`src/rtl/chunked_adder_pkg.sv`:
```
// Shared types and elaboration helpers for the chunked serial adder.
package chunked_adder_pkg;

  typedef enum logic [1:0] {
    IDLE = 2'd0,
    RUN  = 2'd1,
    DONE = 2'd2
  } state_t;

  function automatic int calc_num_chunks(input int width, input int chunk);
    return width / chunk;
  endfunction

  // Legal only when the operand splits into whole chunks.
  function automatic bit chunk_cfg_ok(input int width, input int chunk);
    return (chunk >= 1) && (chunk <= width) && ((width % chunk) == 0);
  endfunction

endpackage

```
`src/rtl/chunk_add.sv`:
```
// Combinational CHUNK-bit ripple adder built from a chain of full-adder cells.
module chunk_add
  import chunked_adder_pkg::*;
#(
  parameter int CHUNK = 8
) (
  input  logic [CHUNK-1:0] a,
  input  logic [CHUNK-1:0] b,
  input  logic             cin,
  output logic [CHUNK-1:0] s,
  output logic             cout
);

  logic [CHUNK:0] c;

  assign c[0] = cin;

  for (genvar i = 0; i < CHUNK; i++) begin : g_fa
    assign s[i]   = a[i] ^ b[i] ^ c[i];
    assign c[i+1] = (a[i] & b[i]) | (c[i] & (a[i] ^ b[i]));
  end

  assign cout = c[CHUNK];

endmodule

```
`src/rtl/chunked_serial_adder.sv`:
```
// Multi-cycle adder: CHUNK bits per clock with a registered inter-chunk carry.
// Define CHUNKED_ADDER_SUB_EN to add a 'sub' input selecting a - b.
module chunked_serial_adder
  import chunked_adder_pkg::*;
#(
  parameter int WIDTH = 32,
  parameter int CHUNK = 8
) (
  input  logic             clk,
  input  logic             rst_n,
  input  logic             in_valid,
  output logic             in_ready,
  input  logic [WIDTH-1:0] a,
  input  logic [WIDTH-1:0] b,
  input  logic             carry_in,
`ifdef CHUNKED_ADDER_SUB_EN
  input  logic             sub,
`endif
  output logic             out_valid,
  input  logic             out_ready,
  output logic [WIDTH-1:0] sum,
  output logic             carry_out
);

  localparam int NUM_CHUNKS = calc_num_chunks(WIDTH, CHUNK);
  localparam int IDX_W      = (NUM_CHUNKS > 1) ? $clog2(NUM_CHUNKS) : 1;
  localparam logic [IDX_W-1:0] LAST_IDX = IDX_W'(NUM_CHUNKS - 1);

  if (!chunk_cfg_ok(WIDTH, CHUNK)) begin : g_cfg_err
    $error("chunked_serial_adder: WIDTH must be a positive multiple of CHUNK");
  end

  state_t           state_q, state_d;
  logic [WIDTH-1:0] a_q, b_q, sum_q;
  logic [WIDTH-1:0] b_acc;
  logic             cin_acc;
  logic             carry_q, cout_q;
  logic [IDX_W-1:0] idx_q;
  logic [31:0]      base;
  logic [CHUNK-1:0] a_ch, b_ch, s_ch;
  logic             c_ch;
  logic             accept, last;

  // Subtraction folds into the add as a + ~b + 1, so the datapath is shared.
`ifdef CHUNKED_ADDER_SUB_EN
  assign b_acc   = sub ? ~b : b;
  assign cin_acc = sub ? 1'b1 : carry_in;
`else
  assign b_acc   = b;
  assign cin_acc = carry_in;
`endif

  assign accept = in_valid && in_ready;
  assign last   = (idx_q == LAST_IDX);
  assign base   = 32'(idx_q) * 32'(CHUNK);
  assign a_ch   = a_q[base +: CHUNK];
  assign b_ch   = b_q[base +: CHUNK];

  chunk_add #(.CHUNK(CHUNK)) u_chunk_add (
    .a    (a_ch),
    .b    (b_ch),
    .cin  (carry_q),
    .s    (s_ch),
    .cout (c_ch)
  );

  always_ff @(posedge clk) begin
    if (!rst_n) state_q <= IDLE;
    else        state_q <= state_d;
  end

  always_comb begin
    state_d = state_q;
    case (state_q)
      IDLE:    if (in_valid)  state_d = RUN;
      RUN:     if (last)      state_d = DONE;
      DONE:    if (out_ready) state_d = IDLE;
      default:                state_d = IDLE;
    endcase
  end

  always_comb begin
    in_ready  = (state_q == IDLE);
    out_valid = (state_q == DONE);
  end

  // Operand capture: only meaningful after an accept, so no reset needed.
  always_ff @(posedge clk) begin
    if (accept) begin
      a_q <= a;
      b_q <= b_acc;
    end
  end

  // Chunk stage: one slice of the sum per RUN cycle; idx stops at the last chunk.
  always_ff @(posedge clk) begin
    if (!rst_n) begin
      idx_q   <= '0;
      carry_q <= 1'b0;
      sum_q   <= '0;
      cout_q  <= 1'b0;
    end else if (accept) begin
      carry_q <= cin_acc;
      idx_q   <= '0;
    end else if (state_q == RUN) begin
      sum_q[base +: CHUNK] <= s_ch;
      carry_q              <= c_ch;
      if (last) cout_q <= c_ch;
      else      idx_q  <= idx_q + 1'b1;
    end
  end

  assign sum       = sum_q;
  assign carry_out = cout_q;

endmodule

```
`config.mk`:
```
export PLATFORM = sky130hd
export DESIGN_NAME = chunked_serial_adder
export DESIGN_NICKNAME = d
export VERILOG_FILES = /design/src/rtl/chunked_adder_pkg.sv /design/src/rtl/chunk_add.sv /design/src/rtl/chunked_serial_adder.sv
export SDC_FILE = /design/constraint.sdc
export NUM_CORES = 1
export LEC_CHECK = 0
export ABC_AREA = 1
export CAP_MARGIN = 30
export CELL_PAD_IN_SITES_DETAIL_PLACEMENT = 0
export CELL_PAD_IN_SITES_GLOBAL_PLACEMENT = 1
export CORE_ASPECT_RATIO = 1.75
export CORE_MARGIN = 3
export CORE_UTILIZATION = 25
export CTS_BUF_LIST = sky130_fd_sc_hd__clkbuf_8
export CTS_CLUSTER_DIAMETER = 40
export DETAILED_ROUTE_END_ITERATION = 10
export PLACE_DENSITY_LB_ADDON = 0.1
export SLEW_MARGIN = 20
export SYNTH_ARGS = -nofsm -noshare
export SYNTH_HDL_FRONTEND = slang
export SYNTH_HIERARCHICAL = 1
export SYNTH_SLANG_ARGS = --single-unit
```
`constraint.sdc`:
```
create_clock -name clk -period 5.2 [get_ports clk]
set_input_delay 1.04 -clock clk [delete_from_list [all_inputs] [get_ports clk]]
set_output_delay 1.04 -clock clk [all_outputs]
set_load 0.005 [all_outputs]
```
==> flow_metrics.py <==
metrics = {
    "run_status": {
        "outcome": "finished clean",
    },
    "cells_and_area": {
        "fillers": 1706,
        "post-route-util": 0.348,
        "n_antenna_cell": 0,
        "seq_area_mm2": 0.00268,
        "area_growth_pct": 35.3,
        "multi_input_area_mm2": 0.00134,
        "fin_nets": 573,
        "layout-drive-gt1-share": 0.0788,
        "postLayoutCellArea_mm2": 0.00575,
    },
    "sta": {
        "rsz0062_at_grt": "no",
        "hold_viol": 0,
        "relSlewSlack": 0.514,
        "hold_ws_ns": 0.469,
        "tns_ns": 0,
        "clock_skew_ns": 0.0136,
        "setup-violations-final": 0,
        "postLayoutSetupSlackWorst_ns": 0.529,
        "finalCritPeriodShare": 0.898,
        "fmax_ghz": 0.214,
        "fin_crit_ns": 4.67,
        "worst_pin_slew_ns": 0.727,
        "maxSlewViolCount": 0,
    },
    "detailed_routing": {
        "vias_per_cell": 4.22,
        "vias": 3034,
        "route.detailed.drc": 0,
        "drt.antenna.violating_nets": 0,
        "drt-pass1-iter-count": 6,
        "drt_wl_total_mm": 11.5,
        "drt_iter0_drc": 97,
        "wire_per_inst_um": 16.0,
    },
    "pwr": {
        "switchingPower_uw": 444,
        "leakage_uw": 0.00195,
        "power_frac_seq": 0.521,
        "max-vdd-ir-drop_mv": 0.123,
        "p_clk_frac": 0.338,
        "switching_share": 0.249,
        "p_per_area_mw_per_mm2": 310,
        "comb_power_share": 0.140,
        "p_int_uw": 1340,
    },
    "global_route": {
        "grt_pass1_vias": 3252,
        "antenna_found_initial": 0,
        "track_usage": 0.126,
        "grt_pass1_wl_mm": 17.6,
        "grt_overflow": 0,
        "grt_max_degree": 35,
    },
    "place": {
        "gp_congestion": 0.765,
        "place_area_mm2": 0.00551,
        "hpwlAfterDp_mm": 8.93,
        "post-place-ws_ns": 0.357,
        "port-buffer-count": 103,
    },
    "cts": {
        "htree_levels": 3,
        "postCtsHoldBufs": 0,
        "clock_sinks": 102,
        "clkLatencyLatePin_ns": 0.37,
        "clockBufferDepth": 2,
        "clk_pin_slew_ns": 0.10,
        "cts_buffers": 9,
        "ctsResizeCount": 0,
        "post_cts_buffers": 0,
        "cts_tree": "yes",
        "cts-root-buf": "clkbuf_8",
    },
    "synthesis": {
        "syn_nets": 471,
        "yosysMostFrequentCell": "nand2_1",
        "synthTopCellsByArea": "edfxtp_1 45%, dfxtp_1 18%, nand2_1 6.0%",
        "ys.flop_type": "edfxtp_1",
        "synth_warnings": 6,
        "yosysUniqueCellTypes": 28,
        "avgSynthCellArea_um2": 10.9,
        "synth_edf_count": 64,
        "yosysTopAreaCell": "edfxtp_1",
        "yosysTopAreaCellShare": 0.452,
        "synth_seq_cells": 102,
        "synth_area_mm2": 0.00425,
        "synth_common_cells": "68 x nand2_1, 64 x edfxtp_1, 42 x nor2_1",
        "yosysSeqAreaShare": 0.632,
        "synth-async-reset-ratio": 0,
        "synthCells": 389,
    },
    "worst_setup_path": {
        "cpLargestDelayFamily": "adder cells",
        "startpoint_type": "flop",
        "arrival_ns": 4.98,
        "endpoint_kind": "flop",
        "path_buf_inv": 6,
        "worstPathRequired_ns": 5.50,
        "worstPathMaxFanout": 21,
        "crit_type": "flop to flop",
        "path_cells": "inv_4 -> o21ai_0 -> o22ai_1 -> fa_1 -> inv_1 -> fa_1 -> inv_1 -> fa_1 -> fa_1 -> fa_1 -> fa_1 -> fa_1 -> inv_1 -> fa_1 -> inv_1 -> inv_1 -> nor3_1 -> nand2_1 -> a21oi_1",
        "slowest_delay_ns": 0.47,
        "crit_top_cell": "fa_1",
        "cp_slowest_cell": "dfxtp_2",
    },
    "floorplan": {
        "io_pins": 104,
        "initial_utilization": 0.257,
        "rows": 62,
        "core_mm2": 0.0165,
        "dieArea_mm2": 0.0187,
        "die_h_um": 178,
        "dieWidth_um": 105,
    },
    "job": {
        "maxCapViolations": 0,
    },
    "min_path": {
        "hold_path.class": "flop to flop",
    },
}
layer usage:
layer  vias up  track usage  routed length, um
li1       1538            -                  -
met1      1404        0.130               4310
met3        13       0.0235                443
met4         0       0.0560                308
met2        79        0.243               6410
met5         -            0                  0
sequential cells by signal (all words and copies together) (netlist names):
signal and flops:
carry_q 1, state_q 2, idx_q 2, b_q 32, a_q 32, carry_out 1
sum 32
placed cells by master, fill, tap and decap left out, types with 5 or more instances in the layout:
master / synthesis / routed
fa_1: 8 / 8
dfxtp_1: 38 / 37
o22ai_1: 16 / 16
clkdlybuf4s50_1: 0 / 103
edfxtp_1: 64 / 64
nand2_1: 68 / 68
buf_4: 2 / 5
clkbuf_8: 0 / 9
ha_1: 5 / 5
a21oi_1: 38 / 38
nor3_2: 6 / 6
nor2_1: 42 / 42
nand4_1: 8 / 8
o21ai_0: 34 / 34
inv_1: 25 / 25
worst register-to-register path: cells and delay by family, from the launching register on:
kind                       cells  cell delay [ns]
AOI/OAI and AO/OA              3             0.46
adders and majority gates      8             2.88
buffers and inverters          6             0.49
DFF                            1             0.47
and+or+nand+nor                2             0.30
cell families (layout without fill, tap and decap cells):
logic type | Yosys count | in the layout | synth area share
compound gates | 88 | 88 | 0.108
fa+ha+maj | 13 | 13 | 0.0524
buf+inv | 47 | 153 | 0.0533
flops | 102 | 102 | 0.632
simple gates | 139 | 139 | 0.154
power groups by stage:
stage | sequential [uW] | combinational (uW) | clock [uW]
global route | 933 | 282 | 650
finish | 929 | 250 | 602
CTS | 930 | 256 | 619
detailed placement | 949 | 256 | 0
global placement | 949 | 250 | 0
floorplan | 938 | 138 | 0
area by class of cell:
cell class / instances / share of cell area
clock buffer: 9 / 0.0216
clock inverter: 6 / 0.0192
inverter: 29 / 0.0198
multi-input combinational: 240 / 0.233
timing repair buffer: 109 / 0.191
sequential: 102 / 0.467
tap: 224 / 0.0488
worst paths after layout:
kind	end	from	cells past startpoint	slack, ns
setup / recovery	sum[31]	idx_q[0]	19	0.53
setup reg to reg	sum[31]	idx_q[0]	19	0.53
hold / removal	sum[0]	sum[0]	2	0.47
hold reg to reg	sum[0]	sum[0]	2	0.47
metrics by stage:
step	cells	power, uW
4_1_cts	719	1810
3_5_place_dp	704	1210
5_1_grt	719	1870
2_1_floorplan	389	1080
3_3_place_gp	703	1200
6_report	719	1780
(Power assumes the default switching activity.)
